### src/rtl/mem_seq.sv
// mem_seq: LC-3b address/memory-access sequencer (EAB selects, MAR capture, one handshaked access).
// Optional macro ALIGN_CHECK_EN: odd-address LDW/STW fault in WB instead of accessing memory.
module mem_seq (
    input  logic        clk,
    input  logic        rst_n,
    input  logic        start,
    input  logic [15:0] ir,
    input  logic [15:0] st_data,
    input  logic        br_taken,
    input  logic [15:0] ea,
    output logic        addr1_sel,
    output logic [1:0]  addr2_sel,
    output logic        lshf1,
    output logic [15:0] mar,
    output logic        mem_en,
    output logic        mem_we,
    output logic        mem_byte,
    output logic [15:0] mem_wdata,
    input  logic        mem_ready,
    input  logic [15:0] mdr_in,
    output logic [15:0] rd_data,
    output logic        ld_reg,
    output logic        ld_pc,
    output logic        busy,
    output logic        done,
    output logic        fault
);

    typedef enum logic [1:0] {StIdle, StCalc, StMem, StWb} state_e;
    typedef enum logic [2:0] {
        OpNone, OpBr, OpLdb, OpStb, OpLdw, OpStw, OpJump, OpLea
    } op_e;

    state_e      state_q, state_d;
    op_e         op_q, op_d, dec_op;
    logic        dec_a1;
    logic [1:0]  dec_a2;
    logic        addr1_q, addr1_d;
    logic [1:0]  addr2_q, addr2_d;
    logic [15:0] st_q, st_d;
    logic [15:0] mar_q, mar_d;
    logic [15:0] rd_q, rd_d;
    logic        taken_q, taken_d;
    logic        is_store, is_byte, is_load;
    logic        fault_wb;

    // Only the opcode and the JSR/JSRR bit steer this block; the offsets go to the EAB directly.
    logic unused_ir;
    assign unused_ir = ^ir[10:0];

    always_comb begin
        dec_op = OpNone;
        dec_a1 = 1'b0;
        dec_a2 = 2'd0;
        case (ir[15:12])
            4'b0000: begin dec_op = OpBr;  dec_a1 = 1'b0; dec_a2 = 2'd2; end
            4'b0010: begin dec_op = OpLdb; dec_a1 = 1'b1; dec_a2 = 2'd1; end
            4'b0011: begin dec_op = OpStb; dec_a1 = 1'b1; dec_a2 = 2'd1; end
            4'b0110: begin dec_op = OpLdw; dec_a1 = 1'b1; dec_a2 = 2'd1; end
            4'b0111: begin dec_op = OpStw; dec_a1 = 1'b1; dec_a2 = 2'd1; end
            4'b0100: begin
                dec_op = OpJump;
                if (ir[11]) begin
                    dec_a1 = 1'b0;
                    dec_a2 = 2'd3;
                end else begin
                    dec_a1 = 1'b1;
                    dec_a2 = 2'd0;
                end
            end
            4'b1100: begin dec_op = OpJump; dec_a1 = 1'b1; dec_a2 = 2'd0; end
            4'b1110: begin dec_op = OpLea;  dec_a1 = 1'b0; dec_a2 = 2'd2; end
            default: ;
        endcase
    end

    assign is_store = (op_q == OpStb) || (op_q == OpStw);
    assign is_byte  = (op_q == OpLdb) || (op_q == OpStb);
    assign is_load  = (op_q == OpLdb) || (op_q == OpLdw);

`ifdef ALIGN_CHECK_EN
    logic fault_q, fault_d;
    assign fault_wb = fault_q;
`else
    assign fault_wb = 1'b0;
`endif

    always_comb begin
        state_d = state_q;
        op_d    = op_q;
        addr1_d = addr1_q;
        addr2_d = addr2_q;
        st_d    = st_q;
        mar_d   = mar_q;
        rd_d    = rd_q;
        taken_d = taken_q;
`ifdef ALIGN_CHECK_EN
        fault_d = fault_q;
`endif
        unique case (state_q)
            StIdle: begin
                if (start) begin
                    op_d    = dec_op;
                    addr1_d = dec_a1;
                    addr2_d = dec_a2;
                    st_d    = st_data;
                    taken_d = 1'b0;
`ifdef ALIGN_CHECK_EN
                    fault_d = 1'b0;
`endif
                    state_d = (dec_op == OpNone) ? StWb : StCalc;
                end
            end
            StCalc: begin
                mar_d   = ea;
                state_d = StWb;
                unique case (op_q)
                    OpLdb, OpStb, OpLdw, OpStw: state_d = StMem;
                    OpBr: begin
                        rd_d    = ea;
                        taken_d = br_taken;
                    end
                    OpJump, OpLea: rd_d = ea;
                    default: ;
                endcase
`ifdef ALIGN_CHECK_EN
                if (((op_q == OpLdw) || (op_q == OpStw)) && ea[0]) begin
                    fault_d = 1'b1;
                    state_d = StWb;
                end
`endif
            end
            StMem: begin
                if (mem_ready) begin
                    state_d = StWb;
                    if (op_q == OpLdw) begin
                        rd_d = mdr_in;
                    end else if (op_q == OpLdb) begin
                        // Odd byte address selects the high lane.
                        rd_d = mar_q[0] ? {{8{mdr_in[15]}}, mdr_in[15:8]}
                                        : {{8{mdr_in[7]}}, mdr_in[7:0]};
                    end
                end
            end
            StWb: state_d = StIdle;
            default: state_d = StIdle;
        endcase
    end

    always_ff @(posedge clk or negedge rst_n) begin
        if (!rst_n) begin
            state_q <= StIdle;
            op_q    <= OpNone;
            addr1_q <= 1'b0;
            addr2_q <= 2'd0;
            st_q    <= 16'h0000;
            mar_q   <= 16'h0000;
            rd_q    <= 16'h0000;
            taken_q <= 1'b0;
`ifdef ALIGN_CHECK_EN
            fault_q <= 1'b0;
`endif
        end else begin
            state_q <= state_d;
            op_q    <= op_d;
            addr1_q <= addr1_d;
            addr2_q <= addr2_d;
            st_q    <= st_d;
            mar_q   <= mar_d;
            rd_q    <= rd_d;
            taken_q <= taken_d;
`ifdef ALIGN_CHECK_EN
            fault_q <= fault_d;
`endif
        end
    end

    // Strobes decode from state only, so an asynchronous reset drops them at once.
    always_comb begin
        busy      = (state_q != StIdle);
        mem_en    = (state_q == StMem);
        mem_we    = mem_en && is_store;
        mem_byte  = mem_en && is_byte;
        mem_wdata = 16'h0000;
        if (mem_en) begin
            mem_wdata = is_byte ? {st_q[7:0], st_q[7:0]} : st_q;
        end
        done   = (state_q == StWb);
        fault  = done && fault_wb;
        ld_reg = done && !fault_wb && (is_load || (op_q == OpLea));
        ld_pc  = done && ((op_q == OpJump) || ((op_q == OpBr) && taken_q));
    end

    assign addr1_sel = addr1_q;
    assign addr2_sel = addr2_q;
    assign lshf1     = 1'b0;
    assign mar       = mar_q;
    assign rd_data   = rd_q;

endmodule

### config.mk
export PLATFORM = sky130hd
export DESIGN_NAME = mem_seq
export DESIGN_NICKNAME = d
export VERILOG_FILES = /design/src/rtl/mem_seq.sv
export SDC_FILE = /design/constraint.sdc
export NUM_CORES = 1
export LEC_CHECK = 0
export ABC_CLOCK_PERIOD_IN_PS = 4200
export CAP_MARGIN = 20
export CORE_UTILIZATION = 40
export DETAILED_ROUTE_END_ITERATION = 7
export GPL_TIMING_DRIVEN = 0
export PLACE_DENSITY_LB_ADDON = 0.3
export SLEW_MARGIN = 20
export SYNTH_ARGS = -nofsm -noshare
export SYNTH_HDL_FRONTEND = slang
export SYNTH_SLANG_ARGS = --single-unit
### constraint.sdc
create_clock -name clk -period 4.2 [get_ports clk]
set_input_delay 0.63 -clock clk [delete_from_list [all_inputs] [get_ports clk]]
set_output_delay 0.63 -clock clk [all_outputs]
set_load 0.005 [all_outputs]
==> flow_metrics.tcl <==
set metrics [dict create \
    tritoncts "built" \
    fp.dieW_um 88.5 \
    synth_top_family_by_area "multiplexers" \
    yosysUniqueCellTypes 47 \
    switching_share 0.340 \
    synth_flop_cell "dfrtp_1" \
    critPathTopFamily "buffers and inverters" \
    p_seq_frac 0.301 \
    asyncSetResetFlopFracSynth 1.00 \
    dp_cells 488 \
    met3_wirelength_um 739 \
    drtIter0Drc 126 \
    min_path_type "primary input to asynchronous set/reset pin" \
    antenna_cells 0 \
    synth_edf_count 0 \
    yosys-mux-area-fraction 0.189 \
    clock_transition_at_the_registers_of_the_reported_paths_ps 70 \
    power.density_cell_area_nw_per_um2 731 \
    synth.yosys.seq_area_share 0.477 \
    path_max_fanout 10 \
    total_switching_power_mw 1.12 \
    tightestPinTransition_ps 625 \
    finalCritPeriodShare 0.813 \
    cts_made_buffers 9 \
    finalSetupTns_ps 0 \
    p_leak_nw 1.90 \
    final_design_area_no_fill_um2 4490 \
    fp.dieArea_um2 7830 \
    via_count_of_the_first_global_routing_pass 2427 \
    cts_sinks 57 \
    clock_tree.buffer_depth 2 \
    post_cts_buffers 0 \
    timing.critical_path.slowest_cell_delay_ps 510 \
    worstSkewPairLatency_ps 350 \
    final.fill_count 609 \
    initial_core_util 0.412 \
    final-hold-violation-count 0 \
    die_h_um 88.5 \
    wire_per_inst_um 15.6 \
    crit_slowest_cell "clkdlybuf4s50_1" \
    outcome "complete, no violations" \
    power.combinational.fraction 0.524 \
    path_class "flop to output port" \
    worst_setup_slack_post_dpl_ps 1120 \
    ys_seq_elements 57 \
    grt_max_degree 38 \
    place.port_buffers 114 \
    worst_clock_skew_ps 7.20 \
    syn_to_final_growth_pct 50.3 \
    synth_fa_ha_area_frac 0.0209 \
    post_synth_xor_area_fraction 0.00837 \
    coreArea_um2 7250 \
    layout_commonest_cell "clkdlybuf4s50_1" \
    num_vias 2564 \
    top_level_ports 129 \
    critical_path.endpoint_type "output port" \
    route.detailed.vias_per_inst 5.09 \
    critical_path.startpoint_type "flop" \
    synth_simple_gate_area_frac 0.119 \
    timing.fmax_mhz 293 \
    finalCoreUtilization 0.620 \
    cp.arrival_ps 2780 \
    max_cap_viol_count 0 \
    syn-cell-area_um2 2990 \
    post_cts.resized_instances 0 \
    worst_vdd_drop_uv 324 \
    clk_root_buffer_cell "clkbuf_8" \
    ant_nets 0 \
    clockPowerShare 0.175 \
    dpl-instance-area_um2 4280 \
    postCtsHoldBufs 0 \
    global_route.overflow_total 0 \
    sequential_cell_area_um2 1430 \
    maxUsedRoutingLayer "met4" \
    mostFrequentLayoutCells "clkdlybuf4s50_1 (113), dfrtp_1 (57), mux2_2 (43), nand2_1 (37), inv_1 (20)" \
    synth_warnings 0 \
    synth-compound-area-share 0.125 \
    gp_routability_congestion 0.772 \
    grt_use_total 0.212 \
    path_cells "inv_1, ha_1, buf_1, clkbuf_1, nand2_1, nor2_1, clkdlybuf4s50_1" \
    crit_buf_inv 4 \
    dp_hpwl_mm 5.65 \
    multi_input_gate_area_um2 1390 \
    postSynthCellCount 273 \
    drc_errors 0 \
    rsz0062_at_grt "no" \
    first_pass_iters 5 \
    final_cell_count_no_fill 504 \
    h-tree-depth 3 \
    timing.final.setup_violations 0 \
    final_critical_path_setup_slack_ps 787 \
    post_synth.cell_area_avg_um2 11.0 \
    timing.final.crit_period_ps 3410 \
    wire_length_of_the_first_global_routing_pass_mm 12.2 \
    drive_above_1_share 0.193 \
    final-max-slew-violation-count 0 \
    design.final.nets 474 \
    rows 31 \
    cell_internal_pwr_mw 2.17 \
    route.layer.met1.wl_mm 3.39 \
    wirelength_mm 7.84 \
    wl_met2_mm 3.61 \
    critical_path_required_ps 3570 \
    antenna_found_initial 0 \
    worst_slew_margin_rel 0.583 \
]
-- cell type report --
cell class                      instances  area share
Multi-Input combinational cell        177       0.309
Tap cell                               99      0.0276
Buffer                                 19      0.0220
Sequential cell                        57       0.317
Clock inverter                          7      0.0209
Timing Repair Buffer                  115       0.258
Inverter                               21      0.0175
Clock buffer                            9      0.0276
-- stage by stage --
step	power (mW)	hold slack (ps)
after global routing	3.52	166
final	3.29	162
after detailed placement	2.73	471
after CTS	3.32	155
after floorplan	1.95	334
after global placement	2.68	475
-- worst paths after layout --
check / slack [ps] / cells after the start / to / from
max reg2reg: 1900 / 6 / rd_data[15] / state_q[0]
min: 160 / 1 / rd_data[11] / rst_n
min reg2reg: 490 / 2 / addr2_sel[0] / addr2_sel[0]
max: 790 / 7 / mem_we / state_q[0]
min in group clk: 490 / 2 / addr2_sel[0] / addr2_sel[0]
max in group asynchronous: 3550 / 2 / st_q[10] / rst_n
-- power by group through the flow --
stage               combinational [mW]  clock (mW)  sequential [mW]
floorplan                        0.961           0            0.987
global placement                  1.69           0            0.984
detailed placement                1.73           0            0.998
CTS                               1.74       0.587            0.989
global route                      1.88       0.613             1.02
finish                            1.72       0.575            0.988
-- layer usage --
metal / vias to the layer above / track usage
li1: 1213 / -
met1: 1234 / 0.262
met2: 108 / 0.340
met3: 9 / 0.0840
met4: 0 / 0.0704
met5: - / 0
-- state kept, by name, summed over array words and instances (netlist names) --
signal and count:
mar 16, rd_data 16, st_q 16, op_q 3
addr2_sel 2, state_q 2, addr1_sel 1, taken_q 1
-- cell usage after synthesis, types with 3 or more instances --
cell | number | area, µm²
o221ai_1 | 9 | 78.8
a222oi_1 | 6 | 60.1
clkbuf_1 | 9 | 33.8
nand2_1 | 37 | 139
nor2_1 | 3 | 11.3
and2_1 | 8 | 50.1
mux2i_1 | 7 | 70.1
dfrtp_1 | 57 | 1430
a31oi_1 | 3 | 18.8
buf_4 | 5 | 37.5
a21oi_1 | 11 | 55.1
o21ai_0 | 3 | 15.0
inv_1 | 20 | 75.1
ha_1 | 5 | 62.6
buf_1 | 3 | 11.3
nand2b_1 | 3 | 18.8
nor2b_1 | 5 | 31.3
mux2_2 | 43 | 484
-- kinds of logic (layout without fill, tap and decap cells) --
| group | count (synthesis) | count (layout) |
|---|---|---|
| multiplexers | 51 | 51 |
| other | 1 | 2 |
| AO/OA/AOI/OAI | 50 | 50 |
| XOR/XNOR | 2 | 2 |
| flip-flops | 57 | 57 |
| adder cells (fa/ha/maj) | 5 | 5 |
| AND/OR/NAND/NOR | 67 | 67 |
| buffers and inverters | 40 | 171 |
Power figures use the tool's default switching activity.
